**src/rtl/uart_boot_loader.sv**
```systemverilog
// Boot loader: holds the core in reset, pulls a length-prefixed little-endian
// image from the UART rx FIFO into imem from word 0, then ACKs and releases the core.
module uart_boot_loader #(
  parameter int unsigned ADDR_W   = 10,
  parameter logic [7:0]  ACK_BYTE = 8'hAA,
  parameter logic [7:0]  ERR_BYTE = 8'hEE
) (
  input  logic              clk,
  input  logic              rstn,
  input  logic [7:0]        uart_rx_data,
  input  logic              empty,
  output logic              uart_rd_en,
  output logic [7:0]        uart_tx_data,
  input  logic              full,
  output logic              uart_wr_en,
  output logic              imem_we,
  output logic [ADDR_W-1:0] imem_waddr,
  output logic [31:0]       imem_wdata,
  output logic              cpu_rstn,
  output logic              done,
  output logic              error
);

  localparam logic [31:0] MAX_N = 32'd1 << ADDR_W;

  typedef enum logic [2:0] {
    S_LEN,
    S_DATA,
    S_ACK,
    S_RUN,
    S_ERR,
    S_HALT
  } state_t;

  state_t              r_state;
  state_t              w_next;

  logic [1:0]          r_bc;
  logic [31:0]         r_shift;
  logic [ADDR_W:0]     r_n;
  logic [ADDR_W-1:0]   r_idx;
  logic                r_we;
  logic [ADDR_W-1:0]   r_waddr;
  logic [31:0]         r_wdata;
  logic                r_cpu_rstn;
  logic                r_done;
  logic                r_error;

  logic                w_pop;
  logic                w_push;
  logic [7:0]          w_tx_data;
  logic [31:0]         w_word;
  logic                w_word_done;
  logic                w_len_bad;
  logic [ADDR_W:0]     w_idx_inc;
  logic                w_last;

  // Current byte merged into the shift register; complete word when bc==3.
  always_comb begin
    w_word = r_shift;
    w_word[{r_bc, 3'b000} +: 8] = uart_rx_data;
  end

  assign w_word_done = w_pop & (r_bc == 2'd3);
  assign w_len_bad   = (w_word == '0) | (w_word > MAX_N);
  assign w_idx_inc   = {1'b0, r_idx} + {{ADDR_W{1'b0}}, 1'b1};
  assign w_last      = (w_idx_inc == r_n);

  always_ff @(posedge clk or negedge rstn) begin
    if (!rstn) begin
      r_state <= S_LEN;
    end else begin
      r_state <= w_next;
    end
  end

  always_comb begin
    w_next = r_state;
    case (r_state)
      S_LEN: begin
        if (w_word_done) begin
          w_next = w_len_bad ? S_ERR : S_DATA;
        end
      end
      S_DATA: begin
        if (w_word_done && w_last) begin
          w_next = S_ACK;
        end
      end
      S_ACK: begin
        if (!full) begin
          w_next = S_RUN;
        end
      end
      S_RUN:   w_next = S_RUN;
      S_ERR: begin
        if (!full) begin
          w_next = S_HALT;
        end
      end
      S_HALT:  w_next = S_HALT;
      default: w_next = S_LEN;
    endcase
  end

  always_comb begin
    w_pop     = 1'b0;
    w_push    = 1'b0;
    w_tx_data = ACK_BYTE;
    case (r_state)
      S_LEN, S_DATA: w_pop = rstn & ~empty;
      S_ACK: begin
        w_push    = ~full;
        w_tx_data = ACK_BYTE;
      end
      S_ERR: begin
        w_push    = ~full;
        w_tx_data = ERR_BYTE;
      end
      S_HALT:  w_tx_data = ERR_BYTE;
      default: w_tx_data = ACK_BYTE;
    endcase
  end

  always_ff @(posedge clk or negedge rstn) begin
    if (!rstn) begin
      r_bc       <= '0;
      r_shift    <= '0;
      r_n        <= '0;
      r_idx      <= '0;
      r_we       <= 1'b0;
      r_waddr    <= '0;
      r_wdata    <= '0;
      r_cpu_rstn <= 1'b0;
      r_done     <= 1'b0;
      r_error    <= 1'b0;
    end else begin
      r_we <= 1'b0;
      if (w_pop) begin
        r_shift <= w_word;
        r_bc    <= r_bc + 2'd1;
      end
      if (r_state == S_LEN && w_word_done && !w_len_bad) begin
        r_n   <= w_word[ADDR_W:0];
        r_idx <= '0;
      end
      if (r_state == S_DATA && w_word_done) begin
        r_we    <= 1'b1;
        r_wdata <= w_word;
        r_waddr <= r_idx;
        r_idx   <= w_idx_inc[ADDR_W-1:0];
      end
      // Status flags follow the state being entered so they rise with it.
      r_cpu_rstn <= (w_next == S_RUN);
      r_done     <= (w_next == S_RUN);
      r_error    <= (w_next == S_ERR) | (w_next == S_HALT);
    end
  end

  assign uart_rd_en   = w_pop;
  assign uart_wr_en   = w_push;
  assign uart_tx_data = w_tx_data;
  assign imem_we      = r_we;
  assign imem_waddr   = r_waddr;
  assign imem_wdata   = r_wdata;
  assign cpu_rstn     = r_cpu_rstn;
  assign done         = r_done;
  assign error        = r_error;

endmodule
```
**config.mk**
```make
export PLATFORM = sky130hd
export DESIGN_NAME = uart_boot_loader
export DESIGN_NICKNAME = d
export VERILOG_FILES = /design/src/rtl/uart_boot_loader.sv
export SDC_FILE = /design/constraint.sdc
export NUM_CORES = 1
export LEC_CHECK = 0
export CAP_MARGIN = 20
export CORE_MARGIN = 2
export CORE_UTILIZATION = 50
export DETAILED_ROUTE_END_ITERATION = 8
export GPL_TIMING_DRIVEN = 0
export PLACE_DENSITY = 0.74
export REMOVE_ABC_BUFFERS = 1
export SLEW_MARGIN = 10
export SYNTH_ARGS = -nofsm -noshare
export SYNTH_HDL_FRONTEND = slang
export SYNTH_SLANG_ARGS = --single-unit
```
**constraint.sdc**
```tcl
create_clock -name clk -period 9.2 [get_ports clk]
set_input_delay 1.84 -clock clk [delete_from_list [all_inputs] [get_ports clk]]
set_output_delay 1.84 -clock clk [all_outputs]
set_load 0.05 [all_outputs]
```
==> results of run 1 <==
[metal layers]
layer  global-route usage  up-vias
li1                     -     1959
met1               0.2974     1958
met2               0.3469      108
met3              0.04429        2
met4              0.04000        0
met5                    0        -
[logic make-up after synthesis]
kind of cell,Yosys count
xor gates and xnor gates,16
and+or+nand+nor,182
adders and majority gates,6
AOI/OAI and AO/OA,146
buffers and inverters,65
other,2
DFF,103
muxes,19
[worst reg2reg max path, stage by stage, from the launching register on]
cell	delay, ns
dfrtp_1	0.49
inv_1	0.18
ha_1	0.44
and3b_1	0.34
and3_1	0.24
a21oi_1	0.21
or4b_1	0.56
a2111oi_4	0.40
buf_6	0.23
buf_6	0.16
mux2_1	0.33
[cell usage in the layout, fill, tap and decap left out, drive strengths merged, types with 11 or more instances in the layout]
cell             n
nor2b           11
nand3           13
a21oi           28
dfrtp          103
nand2           87
xnor2           12
nor2            30
o21ai           53
clkdlybuf4s50   60
a22o            22
mux2            17
inv             16
[final timing paths]
kind	to	slack [ns]	cells past startpoint
setup reg to reg	r_n[4]	5.50	10
hold reg to reg	imem_waddr[2]	0.48	2
setup / recovery	uart_rd_en	3.19	4
max in group asynchronous	r_shift[14]	7.20	2
hold / removal	imem_waddr[2]	0.48	2
min in group asynchronous	imem_waddr[0]	1.36	1
[metrics by stage]
stage | instance area (um^2) | instances | total power [mW] | setup TNS, ns | hold slack [ns]
after floorplan | 4902 | 495 | 1.367 | -0.2216 | 0.4422
after global placement | 5679 | 689 | 1.650 | -316.59 | 0.4583
after detailed placement | 5782 | 696 | 1.678 | 0 | 0.4630
after CTS | 5954 | 712 | 1.941 | 0 | 0.4878
after global routing | 5966 | 713 | 2.058 | 0 | 0.5042
final | 5966 | 713 | 1.937 | 0 | 0.4816
[cell type report]
cell class | count | area [um^2] | share of cell area
clock buffers | 9 | 123.9 | 0.02076
multi-input cells | 375 | 2286 | 0.3832
well taps | 133 | 166.4 | 0.02789
repair buffers | 69 | 699.4 | 0.1172
clock inverters | 7 | 48.80 | 0.008180
inverters | 17 | 63.81 | 0.01070
flip-flops and latches | 103 | 2577 | 0.4320
[power by group]
group          switching, mW  internal (mW)  total [mW]  leakage, nW
clock network          0.163         0.0992       0.263       0.0894
logic                  0.638          0.344       0.981         1.09
registers              0.103          0.590       0.693         1.36
total                  0.904           1.03        1.94         2.54
[state kept, by name (all words and copies together) (netlist names)]
| register | cells |
|---|---|
| r_n | 11 |
| r_shift | 32 |
| done | 1 |
| imem_we | 1 |
| r_bc | 2 |
| imem_wdata | 32 |
| r_state | 3 |
| imem_waddr | 10 |
| r_idx | 10 |
| error | 1 |
==> out/metrics.cfg, run 1 <==
[sta]
fin_skew_ns=0.008490
setup_ws_ns=3.189
max_freq_mhz=166.4
worst_pin_slew_ns=0.9227
slew_headroom=0.3833
hold_viol_final=0
grt_setup_unrepaired=false
timing.final.crit_share=0.6533
drv_slew=0
setup_violations=0
period_minus_slack_ns=6.011

[synth]
synth.distinct_cells=56
yosysSeqAreaShare=0.5043
synth_top_cells_by_count=dfrtp_1 (103), nand2_1 (87), o21ai_0 (52)
synth_compound_area_frac=0.1880
ys_seq_elements=103
synth_top_family_by_area=compound AO/OA/AOI/OAI gates
synthAdderAreaFrac=0.01469
synthTopCellsByArea=dfrtp_1 (50%), nand2_1 (6.4%), o21ai_0 (5.1%)
synth_edf_count=0
async_flop_share=1.000
syn_avg_cell_area_um2=9.483
netlist_area_um2=5111
synth_most_common_cell=dfrtp_1
synth_top_area_frac=0.5043
synth_simple_gate_area_frac=0.1665
synthXorXnorAreaFrac=0.02742
synthFlopType=dfrtp_1
synth.area.mux_share=0.04137
yosysTopAreaCell=dfrtp_1
yosysWarnings=0
synth_cells=539

[drt]
wl_met2_mm=5.690
routed_via_density=5.648
drtPass1Iterations=5
top_layer_used=met4
num_vias=4027
drtIter0Drc=260
drc_errors=0
wl_met1_mm=5.088
drt.antenna.violating_nets=0
wl_per_cell_um=15.93
met3_length_um=553
wirelength_mm=11.36

[worst_setup_path]
worstPathRequired_ns=7.36
crit_path_end_kind=primary output
crit_type=in2out
cp_common_cell=clkdlybuf4s50_1
worstPathMaxFanout=9
rr_startpoint=r_bc[0]
critPathLaunchType=input pin
critPathBufInv=3
cp.arrival_ns=4.17
crit_start=empty
crit_path_cell_trace=clkdlybuf4s50_1 > nor4b_2 > buf_4 > clkdlybuf4s50_1
slowest_stage=clkdlybuf4s50_1
cpPeakStageDelay_ns=0.83
cp_top_family=buffers and inverters

[floorplan]
die_w_um=105.1
pin_count=68
rows=36
core_region_area_um2=9864
start_util=0.5181
die_area_um2=11050
fp.dieH_um=105.1

[finish]
drive_above_1_share=0.07586
postLayoutCoreUtil=0.6048
nFillCells=850
syn_to_final_growth_pct=16.72
nets=593
n_antenna_cell=0

[power_and_ir_drop]
irDropWorstVdd_mv=0.2104
power_density_nw_per_um2=324.7
leakage_nw=2.542

[min_path]
hold_path_class=reg2reg
hold_start=imem_waddr[2]

[global_routing]
grt_pass1_vias=3820
grt_pass1_wl_mm=19.26
track_usage=0.2130
grt_overflow=0
antenna_found_initial=0
grt_start_max_net_pins=78

[clock_network]
cts_max_level=3
cts_resized=0
cts_tree=built
cts-root-buf=clkbuf_8
cts-buffers-inserted=9
holdBufCountCts=0
clkSlewWorstSetupHoldPaths_ns=0.10
cts_setup_buffers=0
clk_latency_ns=0.36
cts_sinks=103
clockBufferDepth=2

[placed_design]
io_buffers=61
dpl.hpwl_mm=7.933
dp_slack_ns=3.198
place_congestion=0.8380

[flow_run]
cap_violations=0

[run_status]
status=completed

Note: power is estimated with default switching activity, not from simulation.
==> run 2: changes to the inputs <==
- PLACE_DENSITY: 0.74 -> 0.76
- clock period: 9.2 -> 4.86 ns (I/O delays scaled with it)
==> run 2 against run 1 <==
Sequential power rose by 89%. Non-clock buffer count fell by 1. Combinational power rose by 89%. Highest routed layer unchanged.
==> out/metrics.cfg, run 2 (same netlist as run 1, synthesis figures left out) <==
[sta]
slew_headroom=0.4967  ; +0.1134
finalHoldWorstSlack_ns=0.4780  ; -0.003591 ns
drv_slew=0  ; unchanged
setup_violations=0  ; unchanged
timing.final.crit_share=0.8320
fin_skew_ns=0.01355  ; +0.005064 ns
period_minus_slack_ns=4.044
grt_setup_unrepaired=false
worst_pin_slew_ns=0.7449  ; -0.1778 ns
max_freq_mhz=247.3
hold_viol_final=0  ; unchanged

[drt]
drtIter0Drc=259  ; -0.38%
num_vias=4000  ; -0.67%
wirelength_mm=11.34  ; -0.13%
drtPass1Iterations=5  ; unchanged
drt.antenna.violating_nets=0  ; unchanged
wl_per_cell_um=16.00  ; +0.43%
routed_via_density=5.642  ; -0.11%
drc_errors=0  ; unchanged

[min_path]
hold_path_class=reg2reg
worstHoldEndpoint=imem_waddr[2]
hold_start=imem_waddr[2]
worstHoldPathCells=2  ; unchanged

[clock_network]
clk_latency_ns=0.37  ; about the same
holdBufCountCts=0  ; unchanged
cts_resized=0  ; unchanged
cts_max_level=3  ; unchanged
cts_sinks=103  ; unchanged
cts_setup_buffers=0  ; unchanged
clkSlewWorstSetupHoldPaths_ns=0.09  ; about the same
cts-root-buf=clkbuf_8
cts_tree=built
clockBufferDepth=2  ; unchanged
cts-buffers-inserted=9  ; unchanged

[power_and_ir_drop]
pwr-share-clk=0.142  ; +0.006
finalPower_mw=3.691  ; +91%
leakage_nw=2.537  ; -0.19%
power_density_nw_per_um2=618.2  ; +90%
intPower_mw=2.013  ; +95%
power_switching_mw=1.678  ; +86%
seqPwrFrac=0.356  ; -0.002
p_comb_frac=0.502  ; -0.004
netSwitchingFraction=0.4547  ; -0.01207
irDropWorstVdd_mv=0.3127  ; +49%

[placed_design]
dpl.hpwl_mm=7.939  ; about the same
place_congestion=0.8830  ; +5.4%
placed_area_um2=5776  ; -0.11%
io_buffers=61  ; unchanged

[worst_setup_path]
critPathLaunchType=input pin
rr_endpoint=r_n[6]
slowest_stage=clkdlybuf4s50_1
rr_startpoint=r_bc[0]
r2r_cells=9  ; -1
crit_path_cell_trace=buf_6 > nor4b_2 > buf_4 > clkdlybuf4s50_1
cp.arrival_ns=3.07  ; -1.10 ns
crit_path_end_kind=primary output
worstPathMaxFanout=46  ; +37
worstPathRequired_ns=3.89  ; -3.47 ns
crit_type=in2out
cpPeakStageDelay_ns=0.83  ; about the same
regToRegSetupSlack_ns=1.05  ; -4.45 ns

[flow_run]
cap_violations=0  ; unchanged

[floorplan]
die_w_um=105.1  ; unchanged
rows=36  ; unchanged
fp.dieH_um=105.1  ; unchanged
start_util=0.5181  ; unchanged
core_region_area_um2=9864  ; unchanged
pin_count=68  ; unchanged
die_area_um2=11050  ; unchanged

[global_routing]
grt_start_max_net_pins=78  ; unchanged
antenna_found_initial=0  ; unchanged
track_usage=0.2164  ; +0.003456
grt_overflow=0  ; unchanged
grt_pass1_vias=3852  ; +0.84%
grt_pass1_wl_mm=19.33  ; +0.39%

[finish]
fin_area_um2=5971  ; about the same
drive_above_1_share=0.06944  ; -0.006418
multi_input_area_um2=2286  ; unchanged
n_antenna_cell=0  ; unchanged
nFillCells=815  ; -4.1%
syn_to_final_growth_pct=16.82  ; about the same
seq_area_um2=2577  ; unchanged
postLayoutCoreUtil=0.6053  ; about the same
nets=592  ; -0.17%
layout_common_cells=dfrtp_1 (103), nand2_1 (87), clkdlybuf4s50_1 (60)
mostFrequentLayoutCell=dfrtp_1

[run_status]
status=completed

run 2: cell types whose count changed in the layout (fill, tap and decap cells not counted):
cell	before	now
buf_6	3	1
clkdlybuf4s18_2	1	0
inv_6	1	0
clkinv_4	2	1
clkinv_2	3	0
bufinv_16	0	1
clkbuf_8	9	10
clkdlybuf4s15_2	0	1
buf_8	0	1
run 2: layout make-up:
cell class | instances | share of cell area
clock inverter | 3 | 0.007754
tap | 133 | 0.02787
timing repair buffer | 68 | 0.1161
clock buffer | 10 | 0.02305
sequential | 103 | 0.4317
multi-input combinational | 375 | 0.3829
inverter | 17 | 0.01069
run 2: layer usage:
metal  share of wire  vias up  routed length [um]  GRT usage
met5               0        -                   0          0
met4           0.011        0                 124    0.06095
met3           0.040       10                 449    0.04866
met2            0.49       94                5539     0.3488
met1            0.46     1957                5227     0.2946
li1                -     1939                   -          -
run 2: worst max-delay path by stage:
stage	from	to	slack [ns]	cells after the start
6_report	rstn	uart_rd_en	0.82	4
5_1_grt	rstn	uart_rd_en	0.66	4
4_1_cts	rstn	uart_rd_en	0.78	4
3_5_place_dp	rstn	uart_rd_en	0.77	4
3_3_place_gp	rstn	r_idx[7]	-8.40	7
2_1_floorplan	empty	r_idx[7]	-3.60	6
run 2: power by group through the flow:
stage	Combinational, mW	Clock [mW]	Sequential (mW)
2_1_floorplan	0.822	0	1.77
6_report	1.85	0.525	1.31
3_3_place_gp	1.81	0	1.32
5_1_grt	2.02	0.570	1.35
3_5_place_dp	1.84	0	1.33
4_1_cts	1.85	0.537	1.31
run 2: through the flow:
step | setup slack [ns] | setup TNS [ns] | std cells
finish | 0.8164 | 0 | 709
floorplan | -3.600 | -245.28 | 495
detailed placement | 0.7660 | 0 | 695
global placement | -8.396 | -792.91 | 689
global route | 0.6564 | 0 | 709
CTS | 0.7850 | 0 | 708
run 2: worst max-delay path, delay by kind of cell:
kind | cells | cell delay, ns
and+or+nand+nor | 1 | 0.61
buffers and inverters | 3 | 1.46
==> RTL change: new RTL, config.mk and constraints of run 2 <==
Change the parameter `ADDR_W` from 10 to 9.
--- a/src/rtl/uart_boot_loader.sv
+++ b/src/rtl/uart_boot_loader.sv
@@ -3,3 +3,3 @@
 module uart_boot_loader #(
-  parameter int unsigned ADDR_W   = 10,
+  parameter int unsigned ADDR_W   = 9,
   parameter logic [7:0]  ACK_BYTE = 8'hAA,
Interface: changed (resized imem_waddr); port bits go from 68 to 67. The function was not compared with the original's and may differ.
==> RTL change against run 2 <==
- synthesized area shrank 4.0%
- critical path type is now in2reg
- cell count is the same
- via count shrank 2.3%
- global-route usage increased by 0.12 points
- sequential cell count is 3 lower
- worst setup slack worse by 0.15 ns
- fmax shrank 3.5%
- largest cell class unchanged
- cell area fell by 3.9%
- wire length down 5.1%
- total power rose by 2.6%
==> RTL change: results (changes against run 2) <==
* CP Class: in2reg
* R2R setup slack at 0.96 ns (-0.09 ns)
* Sw power at 1800 uW (+7.4%)
* Starting DRT DRC Count at 205 (-21%)
* Reg-to-reg endpoint: r_n[4]
* Final net count at 589 (-0.51%)
* Largest net degree at the start of global routing at 65 (-17%)
* Hold endpoint: imem_waddr[3]
* Pre-CTS WS at 0.317 ns (-0.449 ns)
* Status: completed
* GPL Wtd Cong at 0.909 (+3.0%)
* Worst hold slack at 0.482 ns (+0.00398 ns)
* Global-route wire length before repair at 18100 um (-6.5%)
* Crit Path Max Fanout at 11 (-76%)
* Leak Pwr at 0.00254 uW (+0.23%)
* Vias post-DR at 3907 (-2.3%)
* Area after DPL at 0.00556 sq mm (-3.8%)
* IO Port Bufs at 60 (-1.6%)
* Vias in the first global route at 3711 (-3.7%)
* CP peak stage delay at 0.66 ns (-0.17 ns)
* Fillers at 879 (+7.9%)
* Origin of the worst min-delay path: imem_waddr[3]
* Slowest CP cell: a2111o_1
* CP arrival at 4.45 ns (+1.38 ns)
* Max transition margin at 0.248 (-0.249)
* Final period utilization at 0.862 (+0.0302)
* Main area contributors after synthesis: dfrtp_1 (51%), nand2_1 (8.7%), o21ai_0 (5.9%), a21oi_1 (3.5%), nor2b_1 (2.7%)
* Worst r2r path cells at 8 (-1)
[RTL change: cell types whose count changed after synthesis, sizes merged, moves of 9 or more]
cell | run 2 | this run
a22o | 22 | 9
nand2 | 87 | 114
mux2 | 17 | 4
nor2b | 11 | 21
nor2 | 30 | 18
a41oi | 9 | 0
[RTL change: per-layer routing]
metal | GRT usage | routed length [um] | vias to the layer above
met1 | 0.299 | 4880 | 1886
met5 | 0 | 0 | -
met3 | 0.0353 | 504 | 18
li1 | - | - | 1895
met4 | 0.0729 | 195 | 0
met2 | 0.353 | 5180 | 108
[RTL change: final cells by class]
class,count,area (sq um),area share
timing repair buffer,66,687,0.120
clock inverter,7,57.6,0.0100
clock buffer,9,124,0.0216
multi-input combinational,379,2150,0.374
sequential,100,2500,0.436
inverter,15,56.3,0.00981
tap,133,166,0.0290
[RTL change: power by group through the flow]
| stage | Combinational (uW) | Sequential, uW | Clock, uW |
|---|---|---|---|
| floorplan | 817 | 1840 | 0 |
| global placement | 1920 | 1300 | 0 |
| detailed placement | 1970 | 1320 | 0 |
| CTS | 1980 | 1300 | 517 |
| global route | 2140 | 1340 | 551 |
| finish | 1970 | 1300 | 512 |
[RTL change: logic make-up (layout without fill, tap and decap cells)]
| kind of cell | count (synthesis) | in the layout | synth area share |
|---|---|---|---|
| adder cells (fa/ha/maj) | 6 | 6 | 0.0153 |
| flip-flops | 100 | 100 | 0.510 |
| other | 2 | 6 | 0.00153 |
| multiplexers | 14 | 14 | 0.0319 |
| XOR/XNOR | 14 | 14 | 0.0250 |
| buffers and inverters | 65 | 97 | 0.0592 |
| AO/OA/AOI/OAI | 131 | 131 | 0.157 |
| AND/OR/NAND/NOR | 208 | 208 | 0.200 |
